## src/rtl/en_capture_reader_if.sv

```systemverilog
// Capture/drain bundle for en_capture_reader: write strobe in, valid/ready
// drain out, plus occupancy and drop status.
interface en_capture_reader_if #(
    parameter int WIDTH = 8,
    parameter int DEPTH = 4
);
    localparam int CW = $clog2(DEPTH) + 1;

    logic             enable;
    logic [WIDTH-1:0] data_in;
    logic             out_valid;
    logic             out_ready;
    logic [WIDTH-1:0] out_data;
    logic [CW-1:0]    count;
    logic             full;
    logic             overflow;
    logic [7:0]       drop_cnt;

    modport master (
        output enable, data_in, out_ready,
        input  out_valid, out_data, count, full, overflow, drop_cnt
    );

    modport slave (
        input  enable, data_in, out_ready,
        output out_valid, out_data, count, full, overflow, drop_cnt
    );
endinterface

```

## src/rtl/en_capture_reader.sv

```systemverilog
// Small circular buffer: words captured on enable, drained in order via
// valid/ready. Writes into a full buffer are dropped and counted.
module en_capture_reader #(
    parameter int WIDTH = 8,
    parameter int DEPTH = 4
) (
    input  logic                 clk,
    input  logic                 rst_n,
    en_capture_reader_if.slave   bus
);
    localparam int AW = (DEPTH > 1) ? $clog2(DEPTH) : 1;
    localparam int CW = $clog2(DEPTH) + 1;
    localparam logic [CW-1:0] FULL_CNT = CW'(DEPTH);

    logic [WIDTH-1:0] r_mem [DEPTH];
    logic [AW-1:0]    r_wr_ptr;
    logic [AW-1:0]    r_rd_ptr;
    logic [CW-1:0]    r_count;
    logic             r_overflow;
    logic [7:0]       r_drop_cnt;

    logic w_full;
    logic w_empty;
    logic w_wr;
    logic w_rd;
    logic w_drop;

    // Full/empty come from the registered count only, so out_valid never
    // sees out_ready combinationally; a read in a full cycle cannot rescue a write.
    assign w_full  = (r_count == FULL_CNT);
    assign w_empty = (r_count == '0);
    assign w_wr    = bus.enable & ~w_full;
    assign w_drop  = bus.enable &  w_full;
    assign w_rd    = ~w_empty & bus.out_ready;

    always_ff @(posedge clk) begin
        if (!rst_n) begin
            r_wr_ptr   <= '0;
            r_rd_ptr   <= '0;
            r_count    <= '0;
            r_overflow <= 1'b0;
            r_drop_cnt <= '0;
        end else begin
            if (w_wr) r_wr_ptr <= r_wr_ptr + 1'b1;
            if (w_rd) r_rd_ptr <= r_rd_ptr + 1'b1;
            case ({w_wr, w_rd})
                2'b10:   r_count <= r_count + 1'b1;
                2'b01:   r_count <= r_count - 1'b1;
                default: r_count <= r_count;
            endcase
            if (w_drop) begin
                r_overflow <= 1'b1;
                if (r_drop_cnt != 8'hFF) r_drop_cnt <= r_drop_cnt + 1'b1;
            end
        end
    end

    // Storage is unreset; an entry is only visible once count covers it.
    always_ff @(posedge clk) begin
        if (rst_n && w_wr) r_mem[r_wr_ptr] <= bus.data_in;
    end

    assign bus.out_valid = ~w_empty;
    assign bus.out_data  = w_empty ? '0 : r_mem[r_rd_ptr];
    assign bus.count     = r_count;
    assign bus.full      = w_full;
    assign bus.overflow  = r_overflow;
    assign bus.drop_cnt  = r_drop_cnt;
endmodule

```

## src/flat_wrapper.sv

```systemverilog
// flat-port wrapper written by rule: the top's interface ports become plain ports
module en_capture_reader_flat 
#(
    parameter int WIDTH = 8,
    parameter int DEPTH = 4
)
  (clk, rst_n, bus_enable, bus_data_in, bus_out_ready, bus_out_valid, bus_out_data, bus_count, bus_full, bus_overflow, bus_drop_cnt);
  en_capture_reader_if #(.WIDTH(WIDTH), .DEPTH(DEPTH)) bus_i ();
  input  logic clk;
  input  logic rst_n;
  input wire logic [$bits(bus_i.enable)-1:0] bus_enable;
  input wire logic [$bits(bus_i.data_in)-1:0] bus_data_in;
  input wire logic [$bits(bus_i.out_ready)-1:0] bus_out_ready;
  output wire logic [$bits(bus_i.out_valid)-1:0] bus_out_valid;
  output wire logic [$bits(bus_i.out_data)-1:0] bus_out_data;
  output wire logic [$bits(bus_i.count)-1:0] bus_count;
  output wire logic [$bits(bus_i.full)-1:0] bus_full;
  output wire logic [$bits(bus_i.overflow)-1:0] bus_overflow;
  output wire logic [$bits(bus_i.drop_cnt)-1:0] bus_drop_cnt;
  assign bus_i.enable = bus_enable;
  assign bus_i.data_in = bus_data_in;
  assign bus_i.out_ready = bus_out_ready;
  assign bus_out_valid = bus_i.out_valid;
  assign bus_out_data = bus_i.out_data;
  assign bus_count = bus_i.count;
  assign bus_full = bus_i.full;
  assign bus_overflow = bus_i.overflow;
  assign bus_drop_cnt = bus_i.drop_cnt;
  en_capture_reader #(.WIDTH(WIDTH), .DEPTH(DEPTH)) u_core (.clk(clk), .rst_n(rst_n), .bus(bus_i));
endmodule
```

## config.mk

```make
export PLATFORM = sky130hd
export DESIGN_NAME = en_capture_reader_flat
export DESIGN_NICKNAME = d
export VERILOG_FILES = /design/src/rtl/en_capture_reader_if.sv /design/src/rtl/en_capture_reader.sv /design/src/flat_wrapper.sv
export SDC_FILE = /design/constraint.sdc
export NUM_CORES = 1
export LEC_CHECK = 0
export ABC_AREA = 1
export CORE_UTILIZATION = 30
export DETAILED_ROUTE_END_ITERATION = 10
export GPL_TIMING_DRIVEN = 1
export PLACE_DENSITY = 0.54
export SLEW_MARGIN = 10
export SYNTH_ARGS = -nofsm -noshare
export SYNTH_HDL_FRONTEND = slang
export SYNTH_SLANG_ARGS = --single-unit
```

## constraint.sdc

```tcl
create_clock -name clk -period 4.2 [get_ports clk]
set_input_delay 0.84 -clock clk [delete_from_list [all_inputs] [get_ports clk]]
set_output_delay 0.84 -clock clk [all_outputs]
set_load 0.02 [all_outputs]
```

==> flow_summary.json, run 1 <==
{
  "synth_common_cells": "48 x nor2_1, 32 x edfxtp_1, 23 x a21oi_1, 23 x inv_1",
  "dieArea_um2": 7610,
  "crit_end": "bus_out_data[2]",
  "grt_pass1_wl_um": 7030,
  "grt_usage_pct": 12.5,
  "post-cts-setup-buffer-count": 0,
  "synth_top_family_by_area": "simple AND/OR/NAND/NOR gates",
  "finalHoldViolations": 0,
  "final.setup.tns_ns": 0,
  "via_per_inst": 4.36,
  "fin_hold_ws_ns": 0.496,
  "drt_wl_total_um": 4410,
  "synth-seq-area-share_pct": 60.7,
  "die_h_um": 87.2,
  "critPathKind": "reg -> out",
  "finalCriticalPeriod_ns": 2.95,
  "synth_enable_flop_cells": 32,
  "synthesis.area_um2": 2180,
  "max-slew-margin-rel_pct": 51.7,
  "cts_resized": 0,
  "grt_start_max_net_pins": 18,
  "cap_violations": 0,
  "coreArea_um2": 6910,
  "fin_area_um2": 2690,
  "rsz0062_at_grt": "false",
  "cts_root_buffer": "clkbuf_8",
  "r2r_cells": 11,
  "maxSlewViolCount": 0,
  "synth-compound-area-share_pct": 10.9,
  "critical_path_required_ns": 3.36,
  "ant_nets": 0,
  "die_x_um": 87.2,
  "drtIter0Drc": 51,
  "synth_fa_ha_area_share_pct": 4.37,
  "pin_count": 34,
  "clkSlewWorstSetupHoldPaths_ns": 0.09,
  "synthSimpleGateAreaFrac_pct": 17.5,
  "fin_nets": 278,
  "synth_mux_area_share_pct": 0,
  "peakVddDrop_mv": 0.327,
  "endpoint_kind": "output pin",
  "startpoint_type": "flop",
  "antenna_found_initial": 0,
  "gp_congestion": 0.781,
  "ys_top_cells_by_area": "edfxtp_1 44%, dfxtp_1 17%, nor2_1 8.3%",
  "placementRows": 30,
  "crit_path_max_fanout": 17,
  "syn_inst": 224,
  "synth-seq-cells": 50,
  "holdPathStages": 1,
  "place_area_um2": 2600,
  "yosys_warnings": 0,
  "diodes": 0,
  "cts_hold_buf": 0,
  "setup_viol": 0,
  "ys.flop_type": "edfxtp_1",
  "ys_async_sr_fraction_pct": 0,
  "post-synth-top-area-fraction_pct": 44.1,
  "cts_buffers": 5,
  "pwr_density_cell_nw_per_um2": 519,
  "dr.pass1.iters": 4,
  "crit_arrival_ns": 2.11,
  "syn_nets": 243,
  "fmax_ghz": 0.338,
  "ys_types": 24,
  "num_vias": 1552,
  "tightest_slew_ns": 0.722,
  "synth_top_area_cell": "edfxtp_1",
  "grt_overflow": 0,
  "port_buffers": 33,
  "status": "completed",
  "routedWlPerCell_um": 12.4,
  "dpl.hpwl_um": 3250,
  "synth_xor_area_share_pct": 0.804,
  "fin_crit_sh_pct": 70.3,
  "area_growth_pct": 23.5,
  "r2r_start": "u_core.bus.count[2]",
  "start_util_pct": 31.5,
  "grt_pass1_vias": 1432,
  "drive_above_1_share_pct": 6.15,
  "cts_buffer_depth": 2,
  "finalClockSkew_ns": 0.00477,
  "cts_tree": "yes",
  "syn_area_per_cell_um2": 9.72,
  "route.detailed.drc": 0,
  "p_leak_nw": 0.962,
  "synth.most_common_cell": "nor2_1",
  "cts_max_level": 2,
  "worstReg2RegEnd": "u_core.bus.count[2]",
  "reg2reg_setup_slack_ns": 2.21,
  "clock-sinks": 50,
  "clock_latency_ns": 0.29,
  "min_path_type": "reg -> reg"
}
==> cell type report <==
| class | instances | area [um2] |
|---|---|---|
| inverters | 26 | 97.6 |
| repair buffers | 33 | 330 |
| clock inverters | 3 | 21.3 |
| multi-input cells | 143 | 732 |
| flip-flops and latches | 50 | 1320 |
| fillers | 711 | 4220 |
| well taps | 96 | 120 |
| clock buffers | 5 | 68.8 |
==> per-stage QoR <==
stage,cells,total power [W],setup WS [ns],util (%)
finish,356,0.00140,1.25,39.0
global route,356,0.00148,1.02,39.0
CTS,356,0.00142,1.19,39.0
detailed placement,348,0.00114,1.35,37.7
global placement,348,0.00113,1.43,37.7
floorplan,224,0.000917,2.07,-
==> logic make-up (layout without fill, tap and decap cells) <==
family,Yosys count,in the layout
simple gates,87,87
flops,50,50
compound gates,47,47
xor+xnor,2,2
buf+inv,31,67
fa+ha+maj,7,7
==> registers in the layout, indices dropped and copies added, names as in the netlist, named ones only <==
signal,flops
u_core.r_wr_ptr,2
u_core.r_rd_ptr,2
u_core.r_mem,32
u_core.bus.count,3
u_core.bus.overflow,1
u_core.bus.drop_cnt,8
==> routing by layer <==
metal | up-vias | share of wire [%] | track usage [%]
li1 | 809 | - | -
met1 | 703 | 49 | 16.2
met2 | 36 | 46 | 20.3
met3 | 4 | 4.0 | 3.32
met4 | 0 | 0.98 | 4.02
met5 | - | 0 | 0
==> report_power, final <==
part | internal, W | total (W) | switching [W] | leakage [nW]
registers | 0.000567 | 0.000611 | 0.0000442 | 0.437
logic | 0.000210 | 0.000511 | 0.000301 | 0.481
clock network | 0.000117 | 0.000275 | 0.000158 | 0.0441
==> worst max-delay path, stage by stage, from the launching register on <==
cell	delay, ns
dfxtp_1	0.66
inv_2	0.23
o21ai_0	0.28
a21oi_1	0.10
clkdlybuf4s50_1	0.55
==> cell usage in the layout, fill, tap and decap left out, types with 2 or more instances in the layout <==
| cell | count |
|---|---|
| a21oi_1 | 23 |
| clkbuf_8 | 5 |
| clkdlybuf4s50_1 | 33 |
| clkinv_1 | 2 |
| dfxtp_1 | 18 |
| edfxtp_1 | 32 |
| ha_1 | 6 |
| inv_1 | 23 |
| nand2_1 | 22 |
| nand3_1 | 10 |
| nor2_1 | 48 |
| nor2_2 | 2 |
| o21ai_0 | 22 |
| xor2_1 | 2 |
==> worst min-delay path by stage <==
stage / startpoint / endpoint / slack [ns]
floorplan: u_core.r_rd_ptr[0] / flop / 0.46
global placement: u_core.r_rd_ptr[0] / u_core.r_rd_ptr[0] / 0.47
detailed placement: u_core.bus.overflow / u_core.bus.overflow / 0.48
CTS: u_core.r_rd_ptr[0] / u_core.r_rd_ptr[0] / 0.50
global route: u_core.bus.overflow / u_core.bus.overflow / 0.52
finish: u_core.r_rd_ptr[0] / u_core.r_rd_ptr[0] / 0.50
(Power assumes the default switching activity.)
==> run 2, diff against run 1 <==
clock period = 3 ns   (was 4.2 ns; I/O delays follow)
==> run 2 against run 1 <==
Compared with the run above:
- utilization rose by 0.67 points
- register-to-register slack got worse by 1.2 ns
- clock power rose by 52%
- total power rose by 43%
- combinational power rose by 41%
- sequential power rose by 40%
- wire length fell by 4.0%
- non-clock buffer count rose by 5
- via count fell by 0.13%
- critical path type unchanged
==> flow_summary.json, run 2 (synthesis results as in run 1) <==
{
  "total_power_w": 0.00199,
  "finalCriticalPeriod_ns": 2.66,
  "largest_reg_flops": 32,
  "p_comb_share_pct": 36.0,
  "drive_above_1_share_pct": 8.30,
  "swShare_pct": 36.5,
  "finalHoldViolations": 0,
  "tightest_slew_ns": 0.315,
  "gp_congestion": 0.778,
  "pwr_density_cell_nw_per_um2": 728,
  "cts_root_buffer": "clkbuf_8",
  "cpPeakStageDelay_ns": 0.62,
  "ant_nets": 0,
  "startpoint_type": "flop",
  "crit_family": "buffers and inverters",
  "p_leak_nw": 0.995,
  "instances_no_fill": 361,
  "num_vias": 1550,
  "final_common_cell": "nor2_1",
  "dpl.cell_count": 353,
  "pin_count": 34,
  "cts_hold_buf": 0,
  "p_seq_share_pct": 43.0,
  "fin_crit_sh_pct": 88.7,
  "drtIter0Drc": 58,
  "cts_buffers": 5,
  "crit_path_max_fanout": 9,
  "crit_arrival_ns": 2.06,
  "dpl.hpwl_um": 2870,
  "max-slew-margin-rel_pct": 79.0,
  "endpoint_kind": "output pin",
  "setup_viol": 0,
  "final.setup.tns_ns": 0,
  "dieArea_um2": 7610,
  "top_usage_layer": "met2",
  "grt.met1_usage_pct": 15.3,
  "clock_power_share_pct": 21.0,
  "route.detailed.drc": 0,
  "diodes": 0,
  "grt_use_met3_pct": 2.84,
  "grt_pass1_wl_um": 6670,
  "start_util_pct": 31.5,
  "area_growth_pct": 25.7,
  "drt_wl_total_um": 4230,
  "die_x_um": 87.2,
  "antenna_found_initial": 0,
  "cap_violations": 0,
  "rsz0062_at_grt": "false",
  "die_h_um": 87.2,
  "regMostFlops": "u_core.r_mem",
  "cts_buffer_depth": 2,
  "coreArea_um2": 6910,
  "layout_common_cells": "48 x nor2_1, 33 x clkdlybuf4s50_1, 32 x edfxtp_1",
  "via_per_inst": 4.29,
  "cts_tree": "yes",
  "cts_max_level": 2,
  "grt_start_max_net_pins": 19,
  "power.internal_w": 0.00127,
  "cp.buffers_inverters": 2,
  "critical_path_required_ns": 2.40,
  "min_path_type": "reg -> reg",
  "crit_chain": "inv_1 -> nor2_1 -> o21ai_0 -> a21oi_1 -> clkdlybuf4s50_1",
  "nFillCells": 688,
  "peakVddDrop_mv": 0.667,
  "dr.pass1.iters": 4,
  "grt_overflow": 0,
  "clock-sinks": 50,
  "grt_usage_pct": 11.6,
  "placementRows": 30,
  "maxSlewViolCount": 0,
  "status": "completed",
  "port_buffers": 33,
  "fmax_ghz": 0.376,
  "clkSlewWorstSetupHoldPaths_ns": 0.10,
  "routedWlPerCell_um": 11.7,
  "fin_nets": 283,
  "critPathKind": "reg -> out",
  "met2_usage_pct": 18.8,
  "cpMaxStageDelayCell": "clkdlybuf4s50_1",
  "p_switching_w": 0.000728,
  "clock_latency_ns": 0.31,
  "finalClockSkew_ns": 0.00836,
  "grt_pass1_vias": 1362
}
-- run 2: routing by layer --
layer / share of wire (%) / vias up
li1: - / 821
met4: 1.0 / 0
met2: 45 / 29
met1: 50 / 695
met3: 4.1 / 5
met5: 0 / -
-- run 2: worst paths after layout --
kind	from	endpoint	slack [ns]	depth (start not counted)
setup / recovery	flop	bus_out_data[7]	0.34	5
hold / removal	u_core.r_rd_ptr[0]	flop	0.50	1
setup reg to reg	u_core.bus.count[2]	u_core.bus.count[2]	0.97	11
hold reg to reg	u_core.r_rd_ptr[0]	flop	0.50	1
-- run 2: worst register-to-register path: cells and delay by family, from the launching register on --
kind | cells | cell delay [ns]
flops | 1 | 0.40
buf+inv | 3 | 0.31
fa+ha+maj | 2 | 0.57
simple gates | 4 | 0.43
compound gates | 2 | 0.22
-- run 2: area by class of cell --
type,instances,area [um2],share of cell area [%]
clock buffers,5,68.8,2.51
multi-input cells,143,732,26.7
flip-flops and latches,50,1320,48.3
clock inverters,3,28.8,1.05
well taps,96,120,4.39
inverters,26,97.6,3.56
repair buffers,38,368,13.4
-- run 2: metrics by stage --
stage                     cell area, um2  hold slack (ns)  util [%]  setup slack [ns]
after detailed placement            2640            0.476      38.2             0.530
after floorplan                     2180            0.457         -             0.975
after global placement              2640            0.474      38.2             0.493
final                               2740            0.498      39.6             0.338
after CTS                           2740            0.510      39.6             0.174
after global routing                2740            0.525      39.6             0.127
-- run 2: repair_timing --
action                     CTS  global route
resized for setup            0             1
setup endpoints to repair    0             1
buffers inserted             0             0
-- run 2: power groups by stage --
| stage | sequential [W] | combinational (W) | clock (W) |
|---|---|---|---|
| 3_5_place_dp | 0.000872 | 0.000721 | 0 |
| 3_3_place_gp | 0.000874 | 0.000717 | 0 |
| 2_1_floorplan | 0.000865 | 0.000419 | 0 |
| 6_report | 0.000857 | 0.000718 | 0.000419 |
| 5_1_grt | 0.000868 | 0.000787 | 0.000456 |
| 4_1_cts | 0.000857 | 0.000725 | 0.000426 |
